<file path="src/rtl/sobel_frame_ctrl.sv">
// Frame controller for a streaming 3x3 Sobel engine.
//
// Walks the image in horizontal bands of three rows. For each band the engine is
// reset, fed nine pixels (the first three columns, column-major), then one new
// column of three pixels per result. Reads are issued one cycle ahead of engine
// consumption, and each engine result is written to the edge memory at
// r*(W-2)+k, where k counts results within the band.
//
// Ports:
//   clk_i        clock, all state changes on the rising edge
//   rstn_i       synchronous active-low reset
//   start_i      frame start request, honoured only while idle
//   thr_i        edge threshold, captured on an accepted start
//   busy_o       high from accepted start until the frame completes
//   done_o       one-cycle pulse at frame completion
//   rd_en_o      pixel memory read strobe
//   rd_addr_o    pixel address, row*W + col
//   rd_data_i    pixel data, valid the cycle after rd_en_o
//   eng_rstn_o   synchronous active-low reset to the engine
//   eng_data_o   pixel to the engine (direct from rd_data_i)
//   eng_thr_o    captured threshold to the engine
//   eng_ready_i  engine result-valid pulse
//   eng_bit_i    engine edge result
//   wr_en_o      edge memory write strobe
//   wr_addr_o    edge address, r*(W-2) + k
//   wr_data_o    edge bit
module sobel_frame_ctrl #(
  parameter int unsigned H  = 200,
  parameter int unsigned W  = 160,
  parameter int unsigned AW = 16
) (
  input  logic          clk_i,
  input  logic          rstn_i,
  input  logic          start_i,
  input  logic [7:0]    thr_i,
  output logic          busy_o,
  output logic          done_o,
  output logic          rd_en_o,
  output logic [AW-1:0] rd_addr_o,
  input  logic [7:0]    rd_data_i,
  output logic          eng_rstn_o,
  output logic [7:0]    eng_data_o,
  output logic [7:0]    eng_thr_o,
  input  logic          eng_ready_i,
  input  logic          eng_bit_i,
  output logic          wr_en_o,
  output logic [AW-1:0] wr_addr_o,
  output logic          wr_data_o
);

  localparam int unsigned RW = $clog2(H);      // band index 0..H-3
  localparam int unsigned CW = $clog2(W + 1);  // read column 0..W
  localparam int unsigned KW = $clog2(W);      // result index 0..W-2

  localparam logic [RW-1:0] LastBand = RW'(H - 3);
  localparam logic [CW-1:0] NumCols  = CW'(W);
  localparam logic [AW-1:0] RowStep  = AW'(W);
  localparam logic [AW-1:0] ColBack  = AW'(2 * W - 1);
  localparam logic [AW-1:0] WrStep   = AW'(W - 2);

  typedef enum logic [2:0] {
    StIdle,
    StBandRst,
    StLoad,
    StGap,
    StShift,
    StDrain,
    StFin
  } state_e;

  state_e        state_q;
  logic [3:0]    cyc_q;
  logic [RW-1:0] r_q;
  logic [CW-1:0] rd_col_q;
  logic [1:0]    rd_row_q;
  logic [KW-1:0] k_q;
  logic [AW-1:0] band_base_q;
  logic [AW-1:0] wr_base_q;
  logic [AW-1:0] rd_addr_q;
  logic [7:0]    thr_q;
  logic          busy_q;
  logic          done_q;
  logic          rd_en_q;
  logic          eng_rstn_q;
  logic          wr_en;

  // Results arrive in the same cycle they must be written; busy gates out strays.
  assign wr_en = eng_ready_i & busy_q;

  always_ff @(posedge clk_i) begin
    if (!rstn_i) begin
      state_q     <= StIdle;
      cyc_q       <= '0;
      r_q         <= '0;
      rd_col_q    <= '0;
      rd_row_q    <= '0;
      k_q         <= '0;
      band_base_q <= '0;
      wr_base_q   <= '0;
      rd_addr_q   <= '0;
      thr_q       <= '0;
      busy_q      <= 1'b0;
      done_q      <= 1'b0;
      rd_en_q     <= 1'b0;
      eng_rstn_q  <= 1'b0;
    end else begin
      // Read pointer walks rows r..r+2 of a column, then steps to the next column.
      if (rd_en_q) begin
        if (rd_row_q == 2'd2) begin
          rd_row_q  <= 2'd0;
          rd_col_q  <= rd_col_q + 1'b1;
          rd_addr_q <= rd_addr_q - ColBack;
        end else begin
          rd_row_q  <= rd_row_q + 2'd1;
          rd_addr_q <= rd_addr_q + RowStep;
        end
      end

      if (wr_en) begin
        k_q <= k_q + 1'b1;
      end

      unique case (state_q)
        StIdle: begin
          if (start_i) begin
            state_q     <= StBandRst;
            thr_q       <= thr_i;
            busy_q      <= 1'b1;
            r_q         <= '0;
            band_base_q <= '0;
            wr_base_q   <= '0;
            rd_addr_q   <= '0;
            rd_row_q    <= '0;
            rd_col_q    <= '0;
            k_q         <= '0;
            rd_en_q     <= 1'b1;
          end
        end
        StBandRst: begin
          state_q    <= StLoad;
          cyc_q      <= '0;
          eng_rstn_q <= 1'b1;
          rd_en_q    <= 1'b1;
        end
        StLoad: begin
          if (cyc_q == 4'd8) begin
            state_q <= StGap;
            rd_en_q <= (rd_col_q < NumCols);
          end else begin
            cyc_q   <= cyc_q + 4'd1;
            // No read in the last load cycle: the following cycle is a gap.
            rd_en_q <= (cyc_q < 4'd7);
          end
        end
        StGap: begin
          if (rd_col_q < NumCols) begin
            state_q <= StShift;
            cyc_q   <= '0;
            rd_en_q <= 1'b1;
          end else begin
            state_q <= StDrain;
            rd_en_q <= 1'b0;
          end
        end
        StShift: begin
          if (cyc_q == 4'd2) begin
            state_q <= StGap;
            rd_en_q <= (rd_col_q < NumCols);
          end else begin
            cyc_q   <= cyc_q + 4'd1;
            rd_en_q <= (cyc_q == 4'd0);
          end
        end
        StDrain: begin
          // The last result of the band lands in this cycle.
          if (r_q < LastBand) begin
            state_q     <= StBandRst;
            r_q         <= r_q + 1'b1;
            band_base_q <= band_base_q + RowStep;
            wr_base_q   <= wr_base_q + WrStep;
            rd_addr_q   <= band_base_q + RowStep;
            rd_row_q    <= '0;
            rd_col_q    <= '0;
            k_q         <= '0;
            eng_rstn_q  <= 1'b0;
            rd_en_q     <= 1'b1;
          end else begin
            state_q <= StFin;
            busy_q  <= 1'b0;
            done_q  <= 1'b1;
            rd_en_q <= 1'b0;
          end
        end
        StFin: begin
          state_q    <= StIdle;
          done_q     <= 1'b0;
          eng_rstn_q <= 1'b0;
        end
        default: begin
          state_q <= StIdle;
        end
      endcase
    end
  end

  assign busy_o     = busy_q;
  assign done_o     = done_q;
  assign rd_en_o    = rd_en_q;
  assign rd_addr_o  = rd_addr_q;
  assign eng_rstn_o = eng_rstn_q;
  assign eng_data_o = rd_data_i;
  assign eng_thr_o  = thr_q;
  assign wr_en_o    = wr_en;
  assign wr_addr_o  = wr_base_q + AW'(k_q);
  assign wr_data_o  = wr_en & eng_bit_i;

endmodule

</file>
<file path="config.mk">
export PLATFORM = sky130hd
export DESIGN_NAME = sobel_frame_ctrl
export DESIGN_NICKNAME = d
export VERILOG_FILES = /design/src/rtl/sobel_frame_ctrl.sv
export SDC_FILE = /design/constraint.sdc
export NUM_CORES = 1
export LEC_CHECK = 0
export BUFFER_PORTS_ARGS = -buffer_cell sky130_fd_sc_hd__buf_2
export CAP_MARGIN = 40
export CORE_ASPECT_RATIO = 1.1
export CORE_MARGIN = 5
export CORE_UTILIZATION = 43
export CTS_CLUSTER_SIZE = 40
export DETAILED_ROUTE_END_ITERATION = 12
export GPL_ROUTABILITY_DRIVEN = 0
export PLACE_DENSITY = 0.64
export SLEW_MARGIN = 20
export SYNTH_ARGS = -nofsm -noshare
export SYNTH_HDL_FRONTEND = slang
export SYNTH_SLANG_ARGS = --single-unit
</file>
<file path="constraint.sdc">
create_clock -name clk_i -period 4.6 [get_ports clk_i]
set_clock_uncertainty 0.05 [all_clocks]
set_input_delay 0.92 -clock clk_i [delete_from_list [all_inputs] [get_ports clk_i]]
set_output_delay 0.92 -clock clk_i [all_outputs]
set_load 0.01 [all_outputs]
</file>
==> results.md, run 1 <==
* LEAKAGE at 2.158 nW
* Layout cell share with drive strength beyond 1 at 13.15%
* Cell Area, Synth at 0.004738 mm²
* Outcome: finished clean
* Die X at 110.1 µm
* Startpoint class of the critical path: register
* Max Freq at 0.2723 GHz
* Pre-Repair DR Iteration Count at 5
* Finished layout cell area at 0.005315 mm²
* GRT Resource Usage Total at 16.95%
* Largest family of logic cells by synthesized area: simple AND/OR/NAND/NOR gates
* Wire per inst at 13.61 µm
* Initial antenna violation count at 0
* Hold path startpoint: eng_thr_o[5]
* Max Slew Vio Count at 0
* CTS clk-pin slew, worst paths at 0.07 ns
* Worst Setup SP: k_q[2]
* Final hold slack at 0.4034 ns
* CP Data Arrival Time at 2.70 ns
* Clock sink count at 87
* Register area share after synthesis at 36.76%
* Post-layout minimum cycle time at 3.673 ns
* Setup_tns at 0 ns
* Die Footprint at 0.01322 mm²
* Root Buffer: clkbuf_16
* Reg2Reg Setup Slack at 2.03 ns
* Initial Util at 43.63%
* Wire length of the first global-routing pass at 18.18 mm
* Pwr dens at 403.8 mW/mm²
* RSZ-0062 raised after global routing: false
* Synth Area in XOR/XNOR at 11.83%
* Syn_nets at 634
* Total detailed-routing wirelength at 10.69 mm
* FFs w/ async S/R, synth at 0%
* MaxCap Viol Count at 0
* Final Util at 48.94%
* Hold Buf Count CTS at 0
* Warnings from Yosys at 0
* Worst slew pin tran at 0.7117 ns
* Slew Limit Headroom at 52.03%
* Rows at 40
* Req. time, crit path at 3.63 ns
* DP HPWL at 7.778 mm
* PortBufs at 58
* GRT overflow at 0
* Area after DPL at 0.005057 mm²
* Iter 0 DRT Violations at 149
* Count leader, synth: nor2_1
* Clk Latency, worst-skew pair at 0.34 ns
* Synth cell types at 55
* Pin count of the biggest net entering global routing at 34
* Core ar. at 0.01086 mm²
* Worst vdd ir at 0.2129 mV
* Hold Violations, Final at 0
* Final Cycle Share at 79.84%
* Area growth, synth to finish at 12.17%
* Reg2reg start: r_q[0]
* Hold Crit Class: register to register
* Number of global-route vias before repair at 4015
* Endpoint class of the critical path: output pin
* I/O Pins at 75
* CTS Buf Count at 9
* # Post-CTS Setup Buffers at 0
* Top cell type's share of synthesized area at 36.76%
* Die Height at 120.1 µm
* Simple-gate share of the synthesized area at 24.35%
* Antenna-violating nets left at 0
* Worst-path maximum fanout at 8
* Clk buf depth at 2
* PnR Total Power at 0.002146 W
* Vias per inst at 5.284
* Synth top area cells: dfxtp_1 37%, nor2_1 7.3%, xor2_1 6.5%, ha_1 5.5%, a21oi_1 5.5%
* Most used flip-flop cell after synthesis: dfxtp_1
* H-tree levels at 3
* Post_cts resized at 0
* Routed via count at 4153
* Post-synth top cells: 92 x nor2_1, 87 x dfxtp_1, 63 x nand2_1
* Ant. Diodes at 0
* Nets at 676
* Mean Syn Cell Area at 8.004 µm²
* Seq cells post-synth at 87
* Post-synthesis instance total at 592
* CTS tree: built
* Synth Area in Adders at 5.545%
* Post-synthesis compound-gate area fraction at 15.92%
* DRC at 0
* Fill cell count at 1113
* Cell taking the most area after synthesis: dfxtp_1
* Post-synth EDFFs at 0
* Final Setup Violations at 0
* WS Path Type: register to output pin
* Mux cell area share after synthesis at 0%
[cells by family after synthesis]
| family | after synthesis |
|---|---|
| fa+ha+maj | 21 |
| compound gates | 125 |
| simple gates | 249 |
| flops | 87 |
| xor+xnor | 64 |
| buf+inv | 46 |
[cell type report]
class / instances / area, µm² / area share, %
clock buffer: 11 / 232.7 / 4.379
clock inverter: 5 / 25.02 / 0.4708
inverter: 14 / 52.55 / 0.9887
multi-input combinational: 459 / 2731 / 51.39
sequential: 87 / 1742 / 32.77
tap: 147 / 183.9 / 3.460
timing repair buffer: 63 / 347.8 / 6.544
[per-stage QoR]
stage	setup WS (ns)	cells
2_1_floorplan	1.589	592
3_3_place_gp	1.344	768
3_5_place_dp	1.288	770
4_1_cts	0.8823	786
5_1_grt	0.7285	786
6_report	0.9274	786
[per-layer routing]
metal	vias up	routed length [µm]	track usage (%)
met1	1917	4897	21.58
met3	13	643	3.658
li1	2123	-	-
met4	0	160	6.859
met5	-	0	0
met2	100	4992	27.50
[power breakdown]
group	leakage, nW	switching, W	internal, W
clock	0.133	0.000287	0.000361
sequential	0.704	0.000115	0.000821
combinational	1.32	0.000344	0.000218
total	2.16	0.000746	0.00140
[state kept, by name, indices dropped and copies added (netlist names)]
| register | cells |
|---|---|
| rd_addr_o | 16 |
| wr_base_q | 15 |
| band_base_q | 11 |
| eng_thr_o | 8 |
| k_q | 8 |
| r_q | 8 |
| rd_col_q | 8 |
| cyc_q | 4 |
| state_q | 3 |
| rd_row_q | 2 |
| busy_o | 1 |
| done_o | 1 |
| eng_rstn_o | 1 |
| rd_en_o | 1 |
[cell usage in the layout, fill, tap and decap left out, drive strengths merged, types with 2 or more instances in the layout]
cell     count
xor2        35
nand3       19
or3          6
nand3b       2
xnor2       29
o21ai       29
a22oi        4
a2111oi      2
nand4       10
a211oi       4
and3        13
o22ai        6
o211ai       2
dfxtp       87
nor2        92
nor3b        5
or4b         2
nor4         5
buf         63
a31oi        5
a21o         4
o21a         5
nor2b        3
a21oi       52
clkinv       6
nor3        17
nand2b       5
ha          21
and2         3
nand2       64
inv         13
clkbuf      11
[worst max-delay path: stages, from the launching register on]
cell and delay (ns):
dfxtp_1 0.34, ha_1 0.33, a21oi_1 0.22, nor2b_1 0.11
o31a_1 0.30, o41ai_2 0.59, nand2b_1 0.21, xnor2_1 0.11
buf_2 0.14
[final timing paths]
check | to | cells past startpoint
worst max-delay path | wr_addr_o[9] | 8
worst min-delay path | eng_thr_o[5] | 2
worst max register to register | rd_row_q[1] | 9
worst min register to register | eng_thr_o[5] | 2
Power figures use the tool's default switching activity.
==> run 2: changes to the inputs <==
PLACE_DENSITY = 0.67   (was 0.64)
clock period = 3.05 ns   (was 4.6 ns; I/O delays follow)
==> results.md, run 2 (synthesis results as in run 1) <==
* Sequential share of power at 42.4% (was 43.6%)
* Max Slew Vio Count at 0 (unchanged)
* DP HPWL at 7.946 mm (was 7.778 mm)
* Final Setup Violations at 0 (unchanged)
* I/O Pins at 75 (unchanged)
* Endpoint class of the critical path: output pin (unchanged)
* Post-Layout Cell Count at 792 (was 786)
* Most common cell after layout, fill and taps aside: nor2_1 (unchanged)
* Root Buffer: clkbuf_16 (unchanged)
* Clock Power Share at 31.3% (was 30.2%)
* Int Pwr at 0.002176 W (was 0.001400 W)
* Antenna-violating nets left at 0 (unchanged)
* Pin count of the biggest net entering global routing at 32 (was 34)
* Final Cycle Share at 95.24%
* Clk buf depth at 2 (unchanged)
* Psw at 0.001133 W (was 0.0007464 W)
* Clk Latency, worst-skew pair at 0.34 ns (about the same)
* Switching portion of total power at 34.24% (was 34.78%)
* Clock sink count at 87 (unchanged)
* RSZ-0062 raised after global routing: false (unchanged)
* LEAKAGE at 2.200 nW (was 2.158 nW)
* Total detailed-routing wirelength at 11.07 mm (was 10.69 mm)
* Worst slew pin tran at 0.6500 ns (was 0.7117 ns)
* Initial antenna violation count at 0 (unchanged)
* PortBufs at 58 (unchanged)
* Worst-path maximum fanout at 8 (unchanged)
* Wire length of the first global-routing pass at 18.56 mm (was 18.18 mm)
* CTS Buf Count at 9 (unchanged)
* Final hold slack at 0.4002 ns (was 0.4034 ns)
* Req. time, crit path at 2.39 ns (was 3.63 ns)
* GRT Resource Usage Total at 17.24% (was 16.95%)
* Max Freq at 0.3442 GHz
* Slew Limit Headroom at 56.21% (was 52.03%)
* Max FFs per register at 16 (unchanged)
* Iter 0 DRT Violations at 239 (was 149)
* Area growth, synth to finish at 14.60% (was 12.17%)
* Worst vdd ir at 0.3587 mV (was 0.2129 mV)
* Most frequent cells in the layout: 92 x nor2_1, 83 x dfxtp_1, 63 x nand2_1 (was 92 x nor2_1, 87 x dfxtp_1, 63 x nand2_1)
* Core ar. at 0.01086 mm² (unchanged)
* Post-layout minimum cycle time at 2.905 ns
* CTS clk-pin slew, worst paths at 0.06 ns (was 0.07 ns)
* Die X at 110.1 µm (unchanged)
* Wire per inst at 13.98 µm (was 13.61 µm)
* Hold Crit Class: register to register (unchanged)
* Inst Count DP at 772 (was 770)
* Setup_tns at 0 ns (unchanged)
* Die Footprint at 0.01322 mm² (unchanged)
* Pre-Repair DR Iteration Count at 4 (was 5)
* WS Path Type: register to output pin (unchanged)
* Initial Util at 43.63% (unchanged)
* CTS tree: built (unchanged)
* Pwr dens at 609.4 mW/mm² (was 403.8 mW/mm²)
* CP Data Arrival Time at 2.24 ns (was 2.70 ns)
* MaxCap Viol Count at 0 (unchanged)
* Nets at 683 (was 676)
* Vias per inst at 5.314 (was 5.284)
* Outcome: finished clean (unchanged)
* Startpoint class of the critical path: register (unchanged)
* DRC at 0 (unchanged)
* Die Height at 120.1 µm (unchanged)
* Layout cell share with drive strength beyond 1 at 15.66% (was 13.15%)
* Combinational fraction of design power at 26.3% (was 26.2%)
* Number of global-route vias before repair at 3991 (was 4015)
* H-tree levels at 3 (unchanged)
* Final Util at 50.00% (was 48.94%)
* GRT overflow at 0 (unchanged)
* Rows at 40 (unchanged)
* Hold Violations, Final at 0 (unchanged)
* Ant. Diodes at 0 (unchanged)
* Routed via count at 4209 (was 4153)
-- run 2: metal layers --
layer | track usage, % | up-vias | part of all wire (%)
li1 | - | 2140 | -
met1 | 22.48 | 1939 | 46
met2 | 27.01 | 108 | 46
met3 | 4.680 | 22 | 6.2
met4 | 6.313 | 0 | 2.0
met5 | 0 | - | 0
-- run 2: power by group through the flow --
| stage | Clock [W] | Combinational [W] | Sequential, W |
|---|---|---|---|
| 4_1_cts | 0.00107 | 0.000871 | 0.00140 |
| 2_1_floorplan | 0 | 0.000656 | 0.00138 |
| 3_5_place_dp | 0 | 0.000860 | 0.00142 |
| 5_1_grt | 0.00112 | 0.000980 | 0.00142 |
| 6_report | 0.00104 | 0.000870 | 0.00140 |
| 3_3_place_gp | 0 | 0.000843 | 0.00141 |
-- run 2: critical path, stage by stage, from the launching register on --
cell     delay [ns]
dfxtp_4        0.35
ha_4           0.25
a21oi_4        0.15
nor2b_2        0.06
o31a_1         0.27
o41ai_2        0.23
buf_4          0.21
nor2_1         0.07
xor2_1         0.16
buf_2          0.16
-- run 2: path summary, 6_finish.rpt --
kind                        end    startpoint  cells past startpoint  slack (ns)
hold reg to reg    eng_thr_o[1]  eng_thr_o[1]                      2        0.40
hold / removal     eng_thr_o[1]  eng_thr_o[1]                      2        0.40
setup reg to reg  rd_addr_o[15]  rd_addr_o[9]                      6        0.58
setup / recovery  wr_addr_o[11]  wr_base_q[2]                      9        0.15
-- run 2: through the flow --
step,cell area (µm²),total power (W),worst slack [ns]
after floorplan,4738,0.002031,0.3489
after global placement,5052,0.002257,0.3665
after detailed placement,5052,0.002281,0.2453
after CTS,5429,0.003336,0.001271
after global routing,5430,0.003527,0.02115
final,5430,0.003309,0.1451
-- run 2: timing repair --
action,CTS,global route
hold buffers,0,0
setup endpoints to repair,7,8
buffers inserted,5,0
pin swaps,5,2
endpoints found under the hold margin,0,0
resized for setup,11,1
-- run 2: cell type report --
class	instances	area [µm²]
flip-flops and latches	87	1752
clock buffers	12	266.5
fillers	1061	5430
multi-input cells	459	2778
repair buffers	70	380.4
clock inverters	3	17.52
inverters	14	52.55
well taps	147	183.9
==> run 3: changes to the inputs <==
PLACE_DENSITY = 0.64   (was 0.67)
clock period = 2.96 ns   (was 3.05 ns; I/O delays follow)
==> results.md, run 3 (synthesis results as in run 1) <==
* Outcome: finished clean (unchanged)
* GRT overflow at 0 (unchanged)
* Setup_tns at 0 ns (unchanged)
* Most frequent cells in the layout: 92 x nor2_1, 83 x dfxtp_1, 63 x nand2_1 (unchanged)
* Pre-Repair DR Iteration Count at 5 (was 4)
* Clock Power Share at 30.5% (was 31.3%)
* Worst vdd ir at 0.3359 mV (was 0.3587 mV)
* Root Buffer: clkbuf_16 (unchanged)
* Max Freq at 0.3421 GHz
* Final Setup Violations at 0 (unchanged)
* MaxCap Viol Count at 0 (unchanged)
* Die X at 110.1 µm (unchanged)
* DP HPWL at 7.821 mm (was 7.946 mm)
* Endpoint class of the critical path: output pin (unchanged)
* Req. time, crit path at 2.32 ns (was 2.39 ns)
* Initial antenna violation count at 0 (unchanged)
* Number of global-route vias before repair at 3860 (was 3991)
* Clk buf depth at 2 (unchanged)
* I/O Pins at 75 (unchanged)
* Clk Latency, worst-skew pair at 0.33 ns (was 0.34 ns)
* H-tree levels at 3 (unchanged)
* Max Slew Vio Count at 0 (unchanged)
* CTS clk-pin slew, worst paths at 0.06 ns (about the same)
* Met2 usage at 26.52% (was 27.01%)
* Startpoint class of the critical path: register (unchanged)
* Post-layout minimum cycle time at 2.923 ns
* Pwr dens at 620.7 mW/mm² (was 609.4 mW/mm²)
* Combinational fraction of design power at 26.7% (was 26.3%)
* Worst setup margin at 0.03664 ns (was 0.1451 ns)
* Pin count of the biggest net entering global routing at 29 (was 32)
* M1 GR Usage at 21.97% (was 22.48%)
* Layout cell share with drive strength beyond 1 at 15.94% (was 15.66%)
* Rows at 40 (unchanged)
* CP Data Arrival Time at 2.28 ns (was 2.24 ns)
* CTS Buf Count at 9 (unchanged)
* Die Footprint at 0.01322 mm² (unchanged)
* Most common cell after layout, fill and taps aside: nor2_1 (unchanged)
* Psw at 0.001175 W (was 0.001133 W)
* Hold Violations, Final at 0 (unchanged)
* Slew Limit Headroom at 57.80% (was 56.21%)
* Int Pwr at 0.002195 W (was 0.002176 W)
* Antenna-violating nets left at 0 (unchanged)
* Routed via count at 4235 (was 4209)
* RSZ-0062 raised after global routing: true (was false)
* LEAKAGE at 2.204 nW (was 2.200 nW)
* Vias per inst at 5.340 (was 5.314)
* Die Height at 120.1 µm (unchanged)
* Reg2Reg Setup Slack at 0.52 ns (was 0.58 ns)
* Final Cycle Share at 98.76%
* Core ar. at 0.01086 mm² (unchanged)
* Worst Setup SP: k_q[2] (was wr_base_q[2])
* Hold path startpoint: eng_thr_o[3] (was eng_thr_o[1])
* Reg2reg start: r_q[0] (was rd_addr_o[9])
* PortBufs at 58 (unchanged)
* Clock sink count at 87 (unchanged)
* DP Worst Slack at 0.2157 ns (was 0.2453 ns)
* Max FFs per register at 16 (unchanged)
* Nets at 684 (was 683)
* Area growth, synth to finish at 14.58% (was 14.60%)
* Total detailed-routing wirelength at 11.00 mm (was 11.07 mm)
* Switching portion of total power at 34.87% (was 34.24%)
* Iter 0 DRT Violations at 170 (was 239)
* Wire length of the first global-routing pass at 17.93 mm (was 18.56 mm)
* WS Path Type: register to output pin (unchanged)
* Worst-path maximum fanout at 8 (unchanged)
* GR peak layer: met2 (unchanged)
* Ant. Diodes at 0 (unchanged)
* DRC at 0 (unchanged)
* CTS tree: built (unchanged)
* Sequential share of power at 42.9% (was 42.4%)
* Hold Crit Class: register to register (unchanged)
* Final hold slack at 0.4001 ns (was 0.4002 ns)
* Met3 usage at 4.465% (was 4.680%)
* Initial Util at 43.63% (unchanged)
* GRT Resource Usage Total at 16.85% (was 17.24%)
* Worst slew pin tran at 0.6307 ns (was 0.6500 ns)
* Wire per inst at 13.87 µm (was 13.98 µm)
==> run 3: timing repair <==
item / CTS / global route
hold buffers: 0 / 0
pin swaps: 3 / 6
endpoints found under the setup margin: 8 / 8
buffers inserted: 3 / 3
resized for setup: 6 / 8
==> run 3: metrics by stage <==
step	cell area (µm²)	utilization, %	std cells	power, W
2_1_floorplan	4738	-	592	0.002093
3_3_place_gp	5052	46.52	772	0.002338
3_5_place_dp	5052	46.52	772	0.002353
4_1_cts	5363	49.38	790	0.003398
5_1_grt	5429	49.99	793	0.003589
6_report	5429	49.99	793	0.003370
==> run 3: layer usage <==
| layer | wire [µm] | up-vias |
|---|---|---|
| met5 | 0 | - |
| met4 | 153 | 0 |
| met1 | 5175 | 1970 |
| met2 | 5044 | 102 |
| met3 | 628 | 12 |
| li1 | - | 2151 |
==> run 3: critical path, cell delays in order (launching register included) <==
cell and delay [ns]:
dfxtp_4 0.35, ha_4 0.25, a21oi_4 0.14, nor2b_2 0.06, o31a_1 0.27, o41ai_2 0.28
buf_4 0.21, nand2b_4 0.14, xnor2_2 0.10, buf_2 0.14
==> run 3: final timing paths <==
| path | cells after the start | to |
|---|---|---|
| max | 9 | wr_addr_o[9] |
| min | 2 | eng_thr_o[3] |
| max reg2reg | 9 | band_base_q[7] |
| min reg2reg | 2 | eng_thr_o[3] |
==> run 3: final cells by class <==
type,instances,area (µm²)
multi-input combinational,459,2788
sequential,87,1752
fill,1055,5431
clock inverter,4,22.52
timing repair buffer,71,387.9
clock buffer,11,242.7
tap,147,183.9
inverter,14,52.55
==> run 3: power by group through the flow <==
stage / clock network [W] / registers [W] / logic (W)
floorplan: 0 / 0.00142 / 0.000675
global placement: 0 / 0.00146 / 0.000875
detailed placement: 0 / 0.00146 / 0.000889
CTS: 0.00106 / 0.00144 / 0.000898
global route: 0.00112 / 0.00147 / 0.00101
finish: 0.00103 / 0.00144 / 0.000899
